File: src/rtl/cmp_hyst_monitor.sv
// cmp_hyst_monitor
//   Filters a stream of comparator results (A>B, A<B, A==B flags) with
//   hysteresis. The filtered relation changes only after HOLD consecutive
//   accepted samples agree on a class that differs from the current one.
//   Each change raises a valid/ready event. The block also keeps saturating
//   per-class sample counters.
//
// Configuration macro: CMP_MON_ERR_EN
//   defined   : illegal flag patterns are accepted and then discarded, and
//               set a sticky err flag.
//   undefined : illegal flag patterns count as EQ, and err stays 0.
//
// Ports
//   clk        in   rising-edge clock
//   rst_n      in   synchronous active-low reset
//   clear      in   synchronous clear of the counters and run tracking
//   in_valid   in   a comparator sample is present
//   in_ready   out  the block accepts the sample this cycle
//   a_greater  in   comparator flag A>B
//   b_greater  in   comparator flag A<B
//   ab_equal   in   comparator flag A==B
//   cur_state  out  filtered relation: 00 EQ, 01 AGT, 10 BGT
//   evt_valid  out  a state-change event is pending
//   evt_ready  in   the consumer takes the event
//   evt_state  out  new state carried by the pending event
//   gt_cnt     out  accepted AGT samples (saturating)
//   lt_cnt     out  accepted BGT samples (saturating)
//   eq_cnt     out  accepted EQ samples (saturating)
//   err        out  sticky illegal-flag indicator
module cmp_hyst_monitor #(
  parameter int SIZE  = 4,
  parameter int CNT_W = 8,
  parameter int HOLD  = 3
) (
  input  logic             clk,
  input  logic             rst_n,
  input  logic             clear,
  input  logic             in_valid,
  output logic             in_ready,
  input  logic             a_greater,
  input  logic             b_greater,
  input  logic             ab_equal,
  output logic [1:0]       cur_state,
  output logic             evt_valid,
  input  logic             evt_ready,
  output logic [1:0]       evt_state,
  output logic [CNT_W-1:0] gt_cnt,
  output logic [CNT_W-1:0] lt_cnt,
  output logic [CNT_W-1:0] eq_cnt,
  output logic             err
);

  typedef enum logic [1:0] {
    ST_EQ  = 2'b00,
    ST_AGT = 2'b01,
    ST_BGT = 2'b10
  } state_t;

`ifdef CMP_MON_ERR_EN
  localparam bit ERR_EN = 1'b1;
`else
  localparam bit ERR_EN = 1'b0;
`endif

  localparam logic [3:0] HOLD_W = 4'(HOLD);

  // Reject parameter values that the logic cannot honour.
  if (HOLD < 1 || HOLD > 15) begin : g_bad_hold
    $error("cmp_hyst_monitor: HOLD must be in 1..15");
  end
  if (SIZE < 1) begin : g_bad_size
    $error("cmp_hyst_monitor: SIZE must be positive");
  end

  // Counter increment that sticks at all-ones.
  function automatic logic [CNT_W-1:0] sat_inc(input logic [CNT_W-1:0] v);
    if (v == {CNT_W{1'b1}}) begin
      return v;
    end else begin
      return v + {{(CNT_W-1){1'b0}}, 1'b1};
    end
  endfunction

  state_t           state_r, cand_r, evt_state_r;
  logic [3:0]       run_r;
  logic             evt_valid_r, err_r;
  logic [CNT_W-1:0] gt_r, lt_r, eq_r;

  state_t           state_nxt_s, cand_nxt_s, evt_state_nxt_s, cand_new_s, cls_s;
  logic [3:0]       run_nxt_s, run_inc_s;
  logic             evt_valid_nxt_s, err_nxt_s;
  logic [CNT_W-1:0] gt_nxt_s, lt_nxt_s, eq_nxt_s;
  logic             illegal_s, discard_s, in_ready_s, accept_s;

  assign in_ready_s = !clear && (!evt_valid_r || evt_ready);
  assign accept_s   = in_valid && in_ready_s;
  assign discard_s  = ERR_EN && illegal_s;

  // Decode the one-hot comparator flags into a sample class.
  always_comb begin
    cls_s     = ST_EQ;
    illegal_s = 1'b0;
    case ({a_greater, b_greater, ab_equal})
      3'b100:  cls_s = ST_AGT;
      3'b010:  cls_s = ST_BGT;
      3'b001:  cls_s = ST_EQ;
      default: begin
        cls_s     = ST_EQ;
        illegal_s = 1'b1;
      end
    endcase
  end

  // Next-state logic: counters, run/candidate tracking, hysteresis and event.
  always_comb begin
    state_nxt_s     = state_r;
    cand_nxt_s      = cand_r;
    cand_new_s      = cand_r;
    run_nxt_s       = run_r;
    run_inc_s       = 4'd0;
    evt_valid_nxt_s = evt_valid_r && !evt_ready;
    evt_state_nxt_s = evt_state_r;
    gt_nxt_s        = gt_r;
    lt_nxt_s        = lt_r;
    eq_nxt_s        = eq_r;
    err_nxt_s       = err_r;
    if (clear) begin
      gt_nxt_s   = {CNT_W{1'b0}};
      lt_nxt_s   = {CNT_W{1'b0}};
      eq_nxt_s   = {CNT_W{1'b0}};
      run_nxt_s  = 4'd0;
      cand_nxt_s = ST_EQ;
    end else if (accept_s && discard_s) begin
      err_nxt_s = 1'b1;
    end else if (accept_s) begin
      case (cls_s)
        ST_AGT:  gt_nxt_s = sat_inc(gt_r);
        ST_BGT:  lt_nxt_s = sat_inc(lt_r);
        ST_EQ:   eq_nxt_s = sat_inc(eq_r);
        default: eq_nxt_s = eq_r;
      endcase
      if (cls_s == state_r) begin
        run_nxt_s = 4'd0;
      end else begin
        if (cls_s == cand_r) begin
          cand_new_s = cand_r;
          run_inc_s  = run_r + 4'd1;
        end else begin
          cand_new_s = cls_s;
          run_inc_s  = 4'd1;
        end
        cand_nxt_s = cand_new_s;
        if (run_inc_s == HOLD_W) begin
          // Enough agreeing samples: switch and announce the new state.
          state_nxt_s     = cand_new_s;
          run_nxt_s       = 4'd0;
          evt_valid_nxt_s = 1'b1;
          evt_state_nxt_s = cand_new_s;
        end else begin
          run_nxt_s = run_inc_s;
        end
      end
    end else begin
      err_nxt_s = err_r;
    end
  end

  // State register with synchronous active-low reset.
  always_ff @(posedge clk) begin
    if (!rst_n) begin
      state_r     <= ST_EQ;
      cand_r      <= ST_EQ;
      run_r       <= 4'd0;
      evt_valid_r <= 1'b0;
      evt_state_r <= ST_EQ;
      gt_r        <= {CNT_W{1'b0}};
      lt_r        <= {CNT_W{1'b0}};
      eq_r        <= {CNT_W{1'b0}};
      err_r       <= 1'b0;
    end else begin
      state_r     <= state_nxt_s;
      cand_r      <= cand_nxt_s;
      run_r       <= run_nxt_s;
      evt_valid_r <= evt_valid_nxt_s;
      evt_state_r <= evt_state_nxt_s;
      gt_r        <= gt_nxt_s;
      lt_r        <= lt_nxt_s;
      eq_r        <= eq_nxt_s;
      err_r       <= err_nxt_s;
    end
  end

  assign in_ready  = in_ready_s;
  assign cur_state = state_r;
  assign evt_valid = evt_valid_r;
  assign evt_state = evt_state_r;
  assign gt_cnt    = gt_r;
  assign lt_cnt    = lt_r;
  assign eq_cnt    = eq_r;
  assign err       = err_r;

endmodule

File: config.mk
export PLATFORM = sky130hd
export DESIGN_NAME = cmp_hyst_monitor
export DESIGN_NICKNAME = d
export VERILOG_FILES = /design/src/rtl/cmp_hyst_monitor.sv
export SDC_FILE = /design/constraint.sdc
export NUM_CORES = 1
export LEC_CHECK = 0
export ABC_AREA = 1
export BUFFER_PORTS_ARGS = -buffer_cell sky130_fd_sc_hd__buf_2
export CORE_MARGIN = 3
export CORE_UTILIZATION = 49
export DETAILED_ROUTE_END_ITERATION = 10
export PLACE_DENSITY = 0.76
export SLEW_MARGIN = 20
export SYNTH_ARGS = -nofsm -noshare
export SYNTH_HDL_FRONTEND = slang
export SYNTH_SLANG_ARGS = --single-unit
File: constraint.sdc
create_clock -name clk -period 1.6 [get_ports clk]
set_clock_uncertainty 0.15 [all_clocks]
set_input_delay 0.16 -clock clk [delete_from_list [all_inputs] [get_ports clk]]
set_output_delay 0.16 -clock clk [all_outputs]
set_load 0.005 [all_outputs]
Word-level counts from Yosys, hierarchy flattened
Cells that the tools add are included.

Register bits after elaboration: 33. Input port bits: 8. Output and inout bits: 31. Word-level logic and storage cells: 53.

Add/sub/neg operators: 4. Equality and inequality tests: 10. Mux-type cells: 12. Bitwise logic cells: 6. Reductions and logical operators: 14.

Operators by type and width (number): $add A8 B1 Y8 const B (3); $eq A8 B8 Y1 const B (3); $mux W4 (6); $reduce_and A3 Y1 (3); $not A1 Y1 (6); $add A4 B1 Y4 const B (1); $eq A2 B2 Y1 (2); $eq A4 B2 Y1 const B (1); $mux W1 (4); $pmux W2 S2 (1); $reduce_and A4 Y1 (1); $eq A3 B2 Y1 const B (1); $eq A3 B3 Y1 const B (1); $logic_and A1 B1 Y1 (3); $logic_not A1 Y1 (3); $eq A2 B1 Y1 const B (1); $eq A2 B2 Y1 const B (1); $logic_not A2 Y1 (1); $mux W2 (1); $reduce_and A2 Y1 (1); $reduce_or A2 Y1 (1); $logic_or A1 B1 Y1 (1).

Depth between registers and ports, before layout
Word-level depth: 12. Gate-level depth with buffers: 11. Depth with buffers taken out: 11.

Worst setup path before layout
No wires, ideal clock.

Path type: register -> register. Start: register lt_r[1] (netlist: lt_cnt[1]). End: register lt_r[3] (netlist: lt_cnt[3]). Library setup time: 122 ps. Arrival: 1271 ps. Required time: 1328 ps. Slack: 57 ps. Stages on the path, launching flop included: 9. Path buffers: 1. Clock period less this slack: 1543 ps. Cell sequence: dfxtp_1 > ha_1 > inv_1 > nor2_1 > nand4_1 > nand2_1 > buf_4 > o21ai_1 > nor3b_2.

Cells in the longest elaborated chain, start to end: 3. Elaborated cells between the ends (all ways): 4. Classes of those cells: add/sub: 1; eq/ne: 1; bitwise: 1; reduce/logical: 1.

RTL lines: from (decl) (RTL line 87) `logic [CNT_W-1:0] gt_r, lt_r, eq_r;`; from (signal assigned) (RTL line 177) `lt_r <= {CNT_W{1'b0}};`; from (signal assigned) (RTL line 187) `lt_r <= lt_nxt_s;`; parallel branches: the longest is 3 deep, another holds $add A8 B1 Y8.

Several ways; the timed one is not identified. A chain may end at the register's enable or synchronous reset.

Worst setup path in the final report
Start: register eq_r[1] (netlist: eq_cnt[1]). End: register eq_r[1] (netlist: eq_cnt[1]).

Cells in the longest elaborated chain, start to end: 3. Elaborated cells between the ends (all ways): 4. Classes of those cells: add/sub: 1; eq/ne: 1; bitwise: 1; reduce/logical: 1.

RTL lines: from (decl) (RTL line 87); from (signal assigned) (RTL line 178) `eq_r <= {CNT_W{1'b0}};`; from (signal assigned) (RTL line 188) `eq_r <= eq_nxt_s;`; parallel branches: the longest is 3 deep, another holds $add A8 B1 Y8.

Several ways; the timed one is not identified.

==> results.sh <==
export IMPL_post_place_ws_ns=-0.008424
export IMPL_hold_path_endpoint="evt_valid"
export IMPL_hold_path_class="input pin to flop"
export IMPL_cts_clk_slew_worst_paths_ns=0.07
export IMPL_cts_tree="built"
export IMPL_hp_start="evt_ready"
export IMPL_final_layout_size_suffix_gt1_share_pct=30.34
export IMPL_clkPwrFrac_pct=40.6
export IMPL_fin_crit_sh_pct=94.41
export IMPL_dieHeight_um=67.14
export IMPL_synth_area_leaders="dfxtp_1, nand2_1, inv_1"
export IMPL_cp_common_cell="nand4_1"
export IMPL_worst_pin_slew_ns=0.5545
export IMPL_h_tree_depth=2
export IMPL_critical_path_arrival_ns=1.57
export IMPL_start_util_pct=52.81
export IMPL_synthesis_area_mm2=0.001832
export IMPL_status="complete, no violations"
export IMPL_hpwl_um=2902
export IMPL_ios=39
export IMPL_drtIter0Drc=108
export IMPL_clockRootBuffer="clkbuf_8"
export IMPL_grt_pass1_vias=1587
export IMPL_cp_max_fo=6
export IMPL_regToRegEndpoint="eq_cnt[1]"
export IMPL_synth_cell_types=30
export IMPL_p_switching_mw=0.3774
export IMPL_p_per_area_mw_per_mm2=672.1
export IMPL_num_vias=1843
export IMPL_cts_buffer_depth=2
export IMPL_r2r_slack_ns=0.09
export IMPL_synth_edf_count=0
export IMPL_crit_type="flop to flop"
export IMPL_drv_slew=0
export IMPL_grt_overflow_total=0
export IMPL_drc=0
export IMPL_cp_required_ns=1.66
export IMPL_coreArea_mm2=0.003468
export IMPL_async_flop_share_pct=0
export IMPL_p_leak_nw=1.057
export IMPL_synth_area_leader_cell="dfxtp_1"
export IMPL_worst_r2r_cell_count=7
export IMPL_min_period_ns=1.511
export IMPL_yosysWarnings=0
export IMPL_ys_ff_latch=33
export IMPL_areaGrowthSynthToFinish_pct=28.69
export IMPL_die_area_mm2=0.004508
export IMPL_fmax_ghz=0.6620
export IMPL_wl_um=4177
export IMPL_internal_power_mw=1.207
export IMPL_synth_cells=263
export IMPL_end_kind="flop"
export IMPL_sw_frac_of_total_pct=23.82
export IMPL_fp_dieW_um=67.14
export IMPL_setup_slack_ns=0.08943
export IMPL_cp_slowest_cell="dfxtp_2"
export IMPL_r2r_start="eq_cnt[1]"
export IMPL_power_frac_comb_pct=7.2
export IMPL_firstDrtPassIters=4
export IMPL_holdPathStages=4
export IMPL_drv_cap=0
export IMPL_grt_total_usage_pct=19.59
export IMPL_path_cells="ha_4 -> nand2_2 -> nor2_2 -> nand4_1 -> nand4_1 -> buf_4 -> a21oi_1"
export IMPL_grt_pass1_wl_um=6893
export IMPL_ant_nets=0
export IMPL_setup_viol=0
export IMPL_row_count=21
export IMPL_vias_per_cell=4.995
export IMPL_clk_insertion_delay_late_ns=0.28
export IMPL_p_seq_share_pct=52.3
export IMPL_cts_buffers=5
export IMPL_syn_mean_instance_area_um2=6.965
export IMPL_max_vdd_ir_drop_mv=0.5579
export IMPL_gp_congestion=0.8705
export IMPL_yosysSeqAreaShare_pct=36.07
export IMPL_syn_nets=275
export IMPL_start_kind="flop"
export IMPL_portBuffers=37
export IMPL_clock_sinks=33
export IMPL_rsz0062_at_grt="yes"
export IMPL_slew_headroom_pct=62.99
export IMPL_grt_max_degree=17
export IMPL_layout_nets=335
export IMPL_antenna_found_initial=0
export IMPL_synthFlopType="dfxtp_1"
export IMPL_diodes=0
export IMPL_nFillCells=329
export IMPL_hold_viol=0
export IMPL_routedWlPerCell_um=11.32
export IMPL_whs_ns=0.09412
export IMPL_slowest_delay_ns=0.35
export IMPL_synth_top_area_share_pct=36.07
-- cell families (layout without fill, tap and decap cells) --
logic type / Yosys count / after routing / share of synthesized area, %
XOR/XNOR: 10 / 10 / 4.781
AND/OR/NAND/NOR: 134 / 134 / 35.38
AO/OA/AOI/OAI: 37 / 37 / 10.59
buffers and inverters: 44 / 104 / 10.24
other: 1 / 1 / 0.2047
adder cells (fa/ha/maj): 4 / 4 / 2.732
flip-flops: 33 / 33 / 36.07
-- area by class of cell --
class	instances	area, um2	share of cell area (%)
clock buffers	7	86.33	3.662
flip-flops and latches	33	665.6	28.24
well taps	46	57.56	2.442
multi-input cells	186	1039	44.06
inverters	38	148.9	6.316
repair buffers	59	360.3	15.29
-- critical path, delay by kind of cell (launching register included) --
kind                     cells  cell delay [ns]
flip-flops                   1             0.35
AO/OA/AOI/OAI                1             0.12
adder cells (fa/ha/maj)      1             0.16
buffers and inverters        1             0.23
AND/OR/NAND/NOR              4             0.44
-- metrics by stage --
stage          total power [mW]  cell area [um2]  cells  utilization, %  setup TNS (ns)
2_1_floorplan            0.9126             1832    263               -               0
3_3_place_gp             0.9482             2186    360           63.02               0
3_5_place_dp             0.9496             2186    360           63.02        -0.01440
4_1_cts                   1.592             2285    368           65.87               0
5_1_grt                   1.645             2357    369           67.97        -0.04118
6_report                  1.584             2357    369           67.97               0
-- registers in the layout, indices dropped and copies added (netlist names) --
| signal | cells |
|---|---|
| cand_r | 2 |
| eq_cnt | 8 |
| evt_state | 2 |
| evt_valid | 1 |
| gt_cnt | 8 |
| lt_cnt | 8 |
| run_r | 4 |
-- power groups by stage --
| stage | combinational [mW] | sequential [mW] | clock (mW) |
|---|---|---|---|
| 4_1_cts | 0.107 | 0.827 | 0.659 |
| 3_5_place_dp | 0.104 | 0.845 | 0 |
| 2_1_floorplan | 0.0661 | 0.847 | 0 |
| 6_report | 0.113 | 0.828 | 0.643 |
| 3_3_place_gp | 0.103 | 0.845 | 0 |
| 5_1_grt | 0.126 | 0.828 | 0.691 |
-- layer usage --
metal	part of all wire, %	wire length [um]	vias up	track usage, %
met5	0	0	-	0
met4	0.81	34	0	5.316
met3	4.1	173	4	4.160
met2	49	2026	42	31.66
met1	46	1942	838	26.38
li1	-	-	959	-
-- worst max-delay path by stage --
| stage | from | end | slack [ns] | depth (start not counted) |
|---|---|---|---|---|
| final | eq_cnt[1] | eq_cnt[1] | 0.09 | 7 |
| after global routing | eq_cnt[0] | eq_cnt[1] | -0.04 | 7 |
| after CTS | eq_cnt[1] | eq_cnt[1] | 0.02 | 7 |
| after detailed placement | lt_cnt[0] | lt_cnt[5] | -0.008 | 8 |
| after global placement | lt_cnt[0] | lt_cnt[7] | 0.02 | 8 |
| after floorplan | lt_cnt[1] | lt_cnt[3] | 0.06 | 8 |
-- cell usage after synthesis (3+ instances only) --
master    n
xnor2_1   4
o21ai_1   3
dfxtp_1  33
a21oi_1  22
ha_1      4
buf_4     4
xor2_1    6
nand2_1  60
nand3_1  14
o21ai_0   9
nor3_1    9
nor2_1   25
nand4_1  10
inv_1    34
nand2_2   5
-- cell usage in the layout (no fill, tap or decap) --
cell           synthesis  final
nand2_1               60     58
buf_2                  1     37
inv_1                 34     33
dfxtp_1               33     29
a21oi_1               22     22
nor2_1                25     22
buf_4                  4     19
nand3_1               14     14
nand4_1               10     10
nor3_1                 9      9
nand2_2                5      7
o21ai_0                9      7
xor2_1                 6      6
clkbuf_8               0      6
o21ai_1                3      5
nor2_2                 1      4
dfxtp_2                0      4
xnor2_1                4      3
inv_2                  1      2
nand3_4                1      2
nor2_4                 2      2
nand2_4                2      2
inv_4                  2      2
nor3b_2                2      2
a22oi_1                2      2
ha_4                   0      2
buf_6                  0      2
xnor2_2                0      1
nand3_2                2      1
clkinv_2               1      1
and3_1                 1      1
a21oi_2                1      1
ha_1                   4      1
ha_2                   0      1
conb_1                 1      1
clkbuf_1               1      1
dlygate4sd3_1          0      1
-- repair_timing --
| action | CTS | global route |
|---|---|---|
| hold buffers | 1 | 0 |
| pin swaps | 0 | 3 |
| setup endpoints to repair | 6 | 20 |
| setup buffers | 0 | 1 |
| resized for setup | 1 | 20 |
| endpoints found under the hold margin | 2 | 0 |
Note: power is estimated with default switching activity, not from simulation.
